### config.mk
export PLATFORM = sky130hd
export DESIGN_NAME = instr_fetch_flat
export DESIGN_NICKNAME = d
export VERILOG_FILES = /design/src/rtl/instr_fetch_pkg.sv /design/src/rtl/instr_fetch_if.sv /design/src/rtl/instr_fetch.sv /design/src/flat_wrapper.sv
export SDC_FILE = /design/constraint.sdc
export NUM_CORES = 1
export LEC_CHECK = 0
export CAP_MARGIN = 20
export CORE_ASPECT_RATIO = 1.4
export CORE_MARGIN = 2
export CORE_UTILIZATION = 51
export CTS_CLUSTER_SIZE = 30
export DETAILED_ROUTE_END_ITERATION = 10
export PLACE_DENSITY = 0.8
export SYNTH_ARGS = -nofsm -noshare
export SYNTH_HDL_FRONTEND = slang
export SYNTH_SLANG_ARGS = --single-unit
### constraint.sdc
create_clock -name clock -period 3.25 [get_ports clock]
set_input_delay 0.325 -clock clock [delete_from_list [all_inputs] [get_ports clock]]
set_output_delay 0.325 -clock clock [all_outputs]
set_load 0.05 [all_outputs]
### src/rtl/instr_fetch_pkg.sv
// Shared CPU definitions used by the instruction fetch unit.
//   opcode_t       : 3-bit major opcode held in instruction[2:0]
//   fetch_state_t  : fetch FSM states
//   is_double_word : true for opcodes that carry a 16-bit extension word
package instr_fetch_pkg;

    typedef enum logic [2:0] {
        R_TYPE  = 3'd0,
        I_TYPE  = 3'd1,
        B_TYPE  = 3'd2,
        J_TYPE  = 3'd3,
        M_TYPE  = 3'd4,
        SYS_END = 3'd5
    } opcode_t;

    typedef enum logic [1:0] {
        ST_REQ,
        ST_WAIT,
        ST_HOLD,
        ST_HALT
    } fetch_state_t;

    function automatic logic is_double_word(input logic [2:0] opcode);
        return (opcode == I_TYPE) || (opcode == M_TYPE);
    endfunction

endpackage

### src/rtl/instr_fetch_if.sv
// Bundle of the fetch unit's memory bus, redirect input and decode handshake.
//   master : the fetch unit (drives mem request and decode outputs)
//   slave  : the environment (memory, branch unit, decoder)
interface instr_fetch_if;
    logic [15:0] mem_addr;
    logic        mem_re;
    logic [7:0]  mem_rdata;
    logic        mem_rvalid;
    logic        redirect_valid;
    logic [15:0] redirect_pc;
    logic        inst_valid;
    logic        inst_ready;
    logic [15:0] instruction;
    logic [15:0] imm;
    logic        has_imm;
    logic [15:0] inst_pc;
    logic        halted;

    modport master (
        output mem_addr, mem_re, inst_valid, instruction, imm, has_imm, inst_pc, halted,
        input  mem_rdata, mem_rvalid, redirect_valid, redirect_pc, inst_ready
    );

    modport slave (
        input  mem_addr, mem_re, inst_valid, instruction, imm, has_imm, inst_pc, halted,
        output mem_rdata, mem_rvalid, redirect_valid, redirect_pc, inst_ready
    );
endinterface

### src/rtl/instr_fetch.sv
// Byte-serial instruction fetch unit.
// Reads one byte per request from an 8-bit memory (one request outstanding),
// assembles a little-endian 16-bit instruction plus an optional 16-bit
// extension word, and presents it to decode with a valid/ready handshake.
// Ports:
//   clock : rising-edge clock
//   reset : synchronous active-high reset
//   bus   : instr_fetch_if.master (memory bus, redirect, decode handshake, halted)
module instr_fetch
    import instr_fetch_pkg::*;
#(
    parameter logic [15:0] RESET_PC = 16'h0000
) (
    input  logic          clock,
    input  logic          reset,
    instr_fetch_if.master bus
);

    fetch_state_t state_reg;
    logic [15:0]  pc_reg;
    logic [1:0]   byte_idx_reg;
    logic         discard_reg;
    logic [15:0]  instruction_reg;
    logic [15:0]  imm_reg;
    logic [15:0]  inst_pc_reg;
    logic         has_imm_reg;
    logic         inst_valid_reg;
    logic         mem_re_reg;
    logic [15:0]  mem_addr_reg;
    logic         halted_reg;

    logic [1:0]   next_byte_idx;
    logic [15:0]  byte_addr;
    logic [15:0]  next_byte_addr;
    logic [15:0]  step_pc;
    logic         redirect_discard;

    assign next_byte_idx  = byte_idx_reg + 2'd1;
    assign byte_addr      = pc_reg + {14'd0, byte_idx_reg};
    assign next_byte_addr = pc_reg + {14'd0, next_byte_idx};
    assign step_pc        = pc_reg + (has_imm_reg ? 16'd4 : 16'd2);

    // A redirect must drop the response of any request still in flight:
    // one issued this cycle, one being waited on, or one already marked
    // for discard. A response arriving in the same cycle is simply ignored,
    // so no flag is needed for it.
    assign redirect_discard = ((state_reg == ST_REQ) && mem_re_reg)
                            || (!bus.mem_rvalid && (discard_reg || (state_reg == ST_WAIT)));

    always_ff @(posedge clock) begin
        if (reset) begin
            state_reg       <= ST_REQ;
            pc_reg          <= RESET_PC;
            byte_idx_reg    <= 2'd0;
            discard_reg     <= 1'b0;
            instruction_reg <= 16'h0000;
            imm_reg         <= 16'h0000;
            inst_pc_reg     <= 16'h0000;
            has_imm_reg     <= 1'b0;
            inst_valid_reg  <= 1'b0;
            mem_re_reg      <= 1'b0;
            mem_addr_reg    <= 16'h0000;
            halted_reg      <= 1'b0;
        end else if (bus.redirect_valid) begin
            state_reg      <= ST_REQ;
            pc_reg         <= bus.redirect_pc;
            byte_idx_reg   <= 2'd0;
            inst_valid_reg <= 1'b0;
            halted_reg     <= 1'b0;
            discard_reg    <= redirect_discard;
            // Issue straight away unless an old response is still owed.
            mem_re_reg     <= !redirect_discard;
            if (!redirect_discard) begin
                mem_addr_reg <= bus.redirect_pc;
            end
        end else begin
            unique case (state_reg)
                ST_REQ: begin
                    if (mem_re_reg) begin
                        mem_re_reg <= 1'b0;
                        state_reg  <= ST_WAIT;
                    end else if (!discard_reg || bus.mem_rvalid) begin
                        // Strobe not yet issued: first cycle after reset, or
                        // the stale response has just been swallowed.
                        discard_reg  <= 1'b0;
                        mem_re_reg   <= 1'b1;
                        mem_addr_reg <= byte_addr;
                    end
                end

                ST_WAIT: begin
                    if (bus.mem_rvalid) begin
                        unique case (byte_idx_reg)
                            2'd0: begin
                                instruction_reg[7:0] <= bus.mem_rdata;
                                imm_reg              <= 16'h0000;
                                has_imm_reg          <= 1'b0;
                                byte_idx_reg         <= next_byte_idx;
                                mem_re_reg           <= 1'b1;
                                mem_addr_reg         <= next_byte_addr;
                                state_reg            <= ST_REQ;
                            end
                            2'd1: begin
                                instruction_reg[15:8] <= bus.mem_rdata;
                                if (is_double_word(instruction_reg[2:0])) begin
                                    byte_idx_reg <= next_byte_idx;
                                    mem_re_reg   <= 1'b1;
                                    mem_addr_reg <= next_byte_addr;
                                    state_reg    <= ST_REQ;
                                end else begin
                                    inst_valid_reg <= 1'b1;
                                    inst_pc_reg    <= pc_reg;
                                    state_reg      <= ST_HOLD;
                                end
                            end
                            2'd2: begin
                                imm_reg[7:0] <= bus.mem_rdata;
                                byte_idx_reg <= next_byte_idx;
                                mem_re_reg   <= 1'b1;
                                mem_addr_reg <= next_byte_addr;
                                state_reg    <= ST_REQ;
                            end
                            2'd3: begin
                                imm_reg[15:8]  <= bus.mem_rdata;
                                has_imm_reg    <= 1'b1;
                                inst_valid_reg <= 1'b1;
                                inst_pc_reg    <= pc_reg;
                                state_reg      <= ST_HOLD;
                            end
                        endcase
                    end
                end

                ST_HOLD: begin
                    if (bus.inst_ready) begin
                        inst_valid_reg <= 1'b0;
                        byte_idx_reg   <= 2'd0;
                        pc_reg         <= step_pc;
                        if (instruction_reg[2:0] == SYS_END) begin
                            halted_reg <= 1'b1;
                            state_reg  <= ST_HALT;
                        end else begin
                            mem_re_reg   <= 1'b1;
                            mem_addr_reg <= step_pc;
                            state_reg    <= ST_REQ;
                        end
                    end
                end

                ST_HALT: begin
                    // Leaves only through redirect or reset.
                end
            endcase
        end
    end

    assign bus.mem_addr    = mem_addr_reg;
    assign bus.mem_re      = mem_re_reg;
    assign bus.inst_valid  = inst_valid_reg;
    assign bus.instruction = instruction_reg;
    assign bus.imm         = imm_reg;
    assign bus.has_imm     = has_imm_reg;
    assign bus.inst_pc     = inst_pc_reg;
    assign bus.halted      = halted_reg;

endmodule

### src/flat_wrapper.sv
// flat-port wrapper written by rule: the top's interface ports become plain ports
module instr_fetch_flat import instr_fetch_pkg::*;
#(
    parameter logic [15:0] RESET_PC = 16'h0000
)
  (clock, reset, bus_mem_addr, bus_mem_re, bus_inst_valid, bus_instruction, bus_imm, bus_has_imm, bus_inst_pc, bus_halted, bus_mem_rdata, bus_mem_rvalid, bus_redirect_valid, bus_redirect_pc, bus_inst_ready);
  instr_fetch_if bus_i ();
  input  logic clock;
  input  logic reset;
  output wire logic [$bits(bus_i.mem_addr)-1:0] bus_mem_addr;
  output wire logic [$bits(bus_i.mem_re)-1:0] bus_mem_re;
  output wire logic [$bits(bus_i.inst_valid)-1:0] bus_inst_valid;
  output wire logic [$bits(bus_i.instruction)-1:0] bus_instruction;
  output wire logic [$bits(bus_i.imm)-1:0] bus_imm;
  output wire logic [$bits(bus_i.has_imm)-1:0] bus_has_imm;
  output wire logic [$bits(bus_i.inst_pc)-1:0] bus_inst_pc;
  output wire logic [$bits(bus_i.halted)-1:0] bus_halted;
  input wire logic [$bits(bus_i.mem_rdata)-1:0] bus_mem_rdata;
  input wire logic [$bits(bus_i.mem_rvalid)-1:0] bus_mem_rvalid;
  input wire logic [$bits(bus_i.redirect_valid)-1:0] bus_redirect_valid;
  input wire logic [$bits(bus_i.redirect_pc)-1:0] bus_redirect_pc;
  input wire logic [$bits(bus_i.inst_ready)-1:0] bus_inst_ready;
  assign bus_mem_addr = bus_i.mem_addr;
  assign bus_mem_re = bus_i.mem_re;
  assign bus_inst_valid = bus_i.inst_valid;
  assign bus_instruction = bus_i.instruction;
  assign bus_imm = bus_i.imm;
  assign bus_has_imm = bus_i.has_imm;
  assign bus_inst_pc = bus_i.inst_pc;
  assign bus_halted = bus_i.halted;
  assign bus_i.mem_rdata = bus_mem_rdata;
  assign bus_i.mem_rvalid = bus_mem_rvalid;
  assign bus_i.redirect_valid = bus_redirect_valid;
  assign bus_i.redirect_pc = bus_redirect_pc;
  assign bus_i.inst_ready = bus_inst_ready;
  instr_fetch #(.RESET_PC(RESET_PC)) u_core (.clock(clock), .reset(reset), .bus(bus_i));
endmodule
Word-level counts from Yosys, hierarchy flattened
Cells that the tools add are included.
Word-level totals
  output and inout port bits: 68
  input port bits: 29
  bits in registers: 89
  logic and storage cells: 129
Cells by class
  bitwise operators: 1
  muxes and demuxes: 49
  eq/ne operators: 25
  reductions and logical operators: 36
  add/sub/neg operators: 4
Operators by type and width (count)
  16-bit two-way mux: 12
  16-bit one-hot mux with 2 select lines: 2
  16-bit one-hot mux with 3 select lines: 1
  16-bit by 2-bit adder with 16-bit output: 2
  8-bit one-hot mux with 2 select lines: 2
  3-bit inequality test, second input constant: 9
  4-bit AND reduction: 5
  16-bit adder: 1
  2-bit two-way mux: 8
  2-bit nonzero test: 8
  5-bit AND reduction: 3
  1-bit two-way mux: 14
  2-bit one-hot mux with 3 select lines: 2
  2-bit inequality test, second input constant: 5
  9-bit AND reduction: 1
  4-bit inequality test, second input constant: 2
  1-bit one-hot mux with 2 select lines: 4
  2-bit one-hot mux with 2 select lines: 2
  2-bit equality test, second input constant: 3
  3-bit equality test, second input constant: 2
  3-bit AND reduction: 2
  6-bit AND reduction: 1
  2-bit by 1-bit equality test with 1-bit output, second input constant: 2
  2-bit zero test: 2
  13 further kinds: 20

Depth between registers and ports, before layout
  depth after elaboration: 7
  gate-level depth with buffers: 11
  gate-level depth less buffers: 10

Least setup slack after synthesis
OpenSTA, ideal clock, no wires.
  path type: flip-flop to flip-flop
  from: reg u_core.state_reg[1]
  to: reg u_core.mem_addr_reg[8], in the netlist u_core.bus.mem_addr[8]
  clock period less this slack: 2.341 ns
  stages on the path, launching flop included: 11
  arrival: 2.225 ns
  library setup time: 0.116 ns
  data required time: 3.134 ns
  slack: 0.909 ns
  path through: dfxtp_1 -> inv_1 -> ha_1 -> buf_2 -> xor2_1 -> ha_1 -> fa_1 -> a2bb2oi_2 -> or4_1 -> nand3_1 -> a31o_2
Between the ends
  longest elaborated chain between the ends: 6
  elaborated cells on any way between the ends: 19
RTL lines
  from (decl): line instr_fetch.sv:19  | fetch_state_t state_reg;
  from (signal assigned): line instr_fetch.sv:52  | state_reg <= ST_REQ;
  from (signal assigned): line instr_fetch.sv:65  | state_reg <= ST_REQ;
  from (signal assigned): line instr_fetch.sv:81  | state_reg <= ST_WAIT;
  2-bit by 1-bit equality test with 1-bit output: line instr_fetch.sv:48, instr_fetch.sv:77
  1-bit logical OR: line instr_fetch.sv:48  | || (!bus.mem_rvalid && (discard_reg || (state_reg == ST_WAIT)));
  1-bit logical AND: line instr_fetch.sv:48
  1-bit logical OR: line instr_fetch.sv:48
  2-bit inequality test (no source line)
  9-bit AND reduction (no source line)
  to (signal assigned): line instr_fetch.sv:74  | mem_addr_reg <= bus.redirect_pc;
  to (signal assigned): line instr_fetch.sv:87  | mem_addr_reg <= byte_addr;
  to (signal assigned): line instr_fetch.sv:100  | mem_addr_reg <= next_byte_addr;
  to (decl): line instr_fetch.sv:29  | logic [15:0] mem_addr_reg;
Several ways; a longest one is shown, not always the timed one.
A chain may end at the register's enable or synchronous reset.

Final worst setup path
  from: reg u_core.byte_idx_reg[0]
  to: reg u_core.mem_addr_reg[10], in the netlist u_core.bus.mem_addr[10]
Between the ends
  longest elaborated chain between the ends: 7
  elaborated cells on any way between the ends: 17
RTL lines
  from (decl): line instr_fetch.sv:21  | logic [1:0] byte_idx_reg;
  from (signal assigned): line instr_fetch.sv:98  | byte_idx_reg <= next_byte_idx;
  from (signal assigned): line instr_fetch.sv:106  | byte_idx_reg <= next_byte_idx;
  from (signal assigned): line instr_fetch.sv:118  | byte_idx_reg <= next_byte_idx;
  2-bit by 1-bit adder with 2-bit output: line instr_fetch.sv:38  | assign next_byte_idx = byte_idx_reg + 2'd1;
  16-bit by 2-bit adder with 16-bit output: line instr_fetch.sv:40  | assign next_byte_addr = pc_reg + {14'd0, next_byte_idx};
  16-bit two-way mux: line instr_fetch.sv:105  | if (is_double_word(instruction_reg[2:0])) begin
  16-bit one-hot mux with 2 select lines: line instr_fetch.sv:93  | unique case (byte_idx_reg)
  16-bit two-way mux: line instr_fetch.sv:92  | if (bus.mem_rvalid) begin
  16-bit one-hot mux with 3 select lines: line instr_fetch.sv:77  | unique case (state_reg)
  16-bit two-way mux: line instr_fetch.sv:64  | end else if (bus.redirect_valid) begin
Several ways; a longest one is shown, not always the timed one. The select of a mux whose other input is x is not followed.

==> out/qor.txt <==
status -> finished clean
DRC -> 0
Cell Pwr Density -> 452 mW/mm^2
RD Place Congestion -> 0.907
Yosys reg bits -> 89
Sw Share -> 28.8%
VDD IR max -> 0.506 mV
synthesized net count -> 594
asr flop ratio synth -> 0%
vias in the first global route -> 4284
synth warn -> 0
normalized max-slew margin -> 30.4%
Core Footprint -> 0.00893 mm^2
num rows -> 41
Hold-fix buffers, CTS -> 0
Worst Path Required -> 3.49 ns
Root Driver -> clkbuf_16
1st-pass router iterations -> 5
share of cells above drive strength 1 -> 6.97%
register share of total power -> 44.5%
Clock power frac -> 40.0%
Final setup viols -> 0
Die Span Y -> 117 um
Max-cap violations -> 0
Yosys cell types -> 71
critical path startpoint category -> flip-flop
ranking of synthesized cells by area -> dfxtp_1 (39%), a21oi_1 (6.6%), nand2_1 (5.2%)
drt initial violations -> 302
crit-path max FO -> 10
Yosys top cell by area -> dfxtp_1
Comb pwr share -> 15.5%
main flop type after synthesis -> dfxtp_1
Routed Antenna Nets -> 0
Worst-path clk slew -> 0.06 ns
CTS tree -> built
Post-CTS Setup Inserts -> 0
worst reg2reg setup slack -> 0.58 ns
WP data arrival -> 2.91 ns
Initial Util -> 51.7%
area grow syn2layout -> 27.4%
Internal Power -> 1.89 mW
grt met2 use -> 48.7%
WL/cell -> 17.6 um
io pins -> 97
vias -> 4400
H-tree lvl count -> 3
full die area -> 0.00984 mm^2
Overflow after GRT -> 0
CTS buffer count -> 9
Hold/Removal Path Class -> flip-flop to flip-flop
placed cells -> 722
RSZ-0062 raised after global routing -> false
worst slew pin tran -> 1.04 ns
Longest Clk Path Bufs -> 2
PortBufs -> 96
largest net degree at the start of global routing -> 57
clock skew -> 0.0109 ns
# diodes -> 0
Non-Filler Instances -> 738
EDFF count, synth -> 0
sw power -> 0.766 mW
Final Hold Viols -> 0
PostCTS Resize Cnt -> 0
setup_tns -> 0 ns
min cycle time layout -> 2.67 ns
fin crit share -> 82.2%
Gate Count Post-Synth -> 550
first-pass GRT wire length -> 20600 um
busiest layer in global routing -> met2
Final Max Slew Viols -> 0
nets -> 670
CP Class -> flip-flop to flip-flop
Fmax -> 374 MHz
Crit. End Element -> flip-flop
clk_lat worst skew -> 0.35 ns
CTS Sinks -> 89
Filler cells -> 748
Die Width -> 84.4 um
register area share after synthesis -> 38.6%
DP Wirelength -> 9390 um
share of the synthesized area in the top cell type -> 38.6%
M1 GR Usage -> 27.3%
met3 GRT Util -> 5.51%
WL final -> 13000 um
Total GRT Usage -> 26.0%
drt via density -> 5.96
Pleak -> 2.02 nW
Synth Area per Inst -> 8.39 um^2
Post-Syn Area -> 0.00462 mm^2
initial antenna violation count -> 0
[cell usage after synthesis, types with 12 or more instances]
library cell,instances
dfxtp_1,89
inv_1,23
nor2_1,46
nand2_1,64
nand3_1,26
xnor2_1,12
nor3_1,15
a21oi_1,61
ha_1,13
mux2i_1,22
o21ai_0,13
buf_2,13
clkbuf_1,19
[path summary, 6_finish.rpt]
kind | cells after the start | startpoint | to
max | 9 | u_core.byte_idx_reg[0]$_SDFFE_PP0P_ | u_core.bus.mem_addr[10]$_SDFFE_PP0P_
min | 2 | u_core.bus.imm[14]$_SDFFE_PP0P_ | u_core.bus.imm[14]$_SDFFE_PP0P_
max reg2reg | 9 | u_core.byte_idx_reg[0]$_SDFFE_PP0P_ | u_core.bus.mem_addr[10]$_SDFFE_PP0P_
min reg2reg | 2 | u_core.bus.imm[14]$_SDFFE_PP0P_ | u_core.bus.imm[14]$_SDFFE_PP0P_
[stage by stage]
step | utilization [%] | setup WS, ns | instance area [um^2] | total power [mW] | hold slack, ns
final | 65.9 | 0.578 | 5880 | 2.66 | 0.458
after global placement | 62.5 | 0.728 | 5580 | 1.61 | 0.440
after global routing | 65.9 | 0.376 | 5880 | 2.75 | 0.477
after detailed placement | 62.5 | 0.606 | 5580 | 1.62 | 0.448
after CTS | 65.9 | 0.603 | 5880 | 2.67 | 0.459
after floorplan | - | 0.909 | 4620 | 1.47 | 0.461
[power groups by stage]
stage                     combinational [mW]  sequential [mW]  clock, mW
after floorplan                        0.194             1.27          0
after global placement                 0.403             1.21          0
after detailed placement               0.408             1.21          0
after CTS                              0.410             1.18       1.07
after global routing                   0.440             1.19       1.12
final                                  0.413             1.18       1.06
[cell usage in the layout (no fill, tap or decap), types with 5 or more instances in the layout]
master and n:
buf_4 8, nand2b_1 8, clkdlybuf4s50_1 95, nor3_1 15
inv_1 23, a21oi_1 61, o21a_1 7, nor2_1 46
a311oi_1 5, clkbuf_16 9, xnor2_1 12, ha_1 13
a21boi_0 7, a22oi_1 10, nand2_1 64, dfxtp_1 89
o21ai_0 13, or4_1 5, nand3_1 26, mux2i_1 22
[per-layer routing]
metal / up-vias / part of all wire (%)
li1: 2117 / -
met1: 2077 / 38
met2: 170 / 52
met3: 36 / 6.0
met4: 0 / 4.1
met5: - / 0
[area by class of cell]
| class | instances | area, um^2 | share of cell area (%) |
|---|---|---|---|
| clock inverters | 7 | 77.6 | 1.32 |
| clock buffers | 9 | 225 | 3.83 |
| flip-flops and latches | 89 | 1780 | 30.3 |
| multi-input cells | 397 | 2550 | 43.4 |
| repair buffers | 104 | 1020 | 17.3 |
| well taps | 107 | 134 | 2.28 |
| inverters | 25 | 93.8 | 1.60 |
[worst max-delay path, stage by stage (launching register included)]
cell	delay, ns
dfxtp_1	0.45
inv_1	0.11
ha_1	0.36
nand2_1	0.07
o21ai_0	0.16
fa_1	0.50
a2bb2oi_2	0.42
or4_1	0.18
nand3_1	0.08
a31o_2	0.24
[cells by family (layout without fill, tap and decap cells)]
family	count (synthesis)	in the layout	synth area share [%]
adder cells (fa/ha/maj)	15	15	4.39
XOR/XNOR	16	16	3.04
AND/OR/NAND/NOR	195	195	20.3
multiplexers	23	23	5.01
AO/OA/AOI/OAI	148	148	22.5
flip-flops	89	89	38.6
buffers and inverters	64	145	6.12
Note: power is estimated with default switching activity, not from simulation.
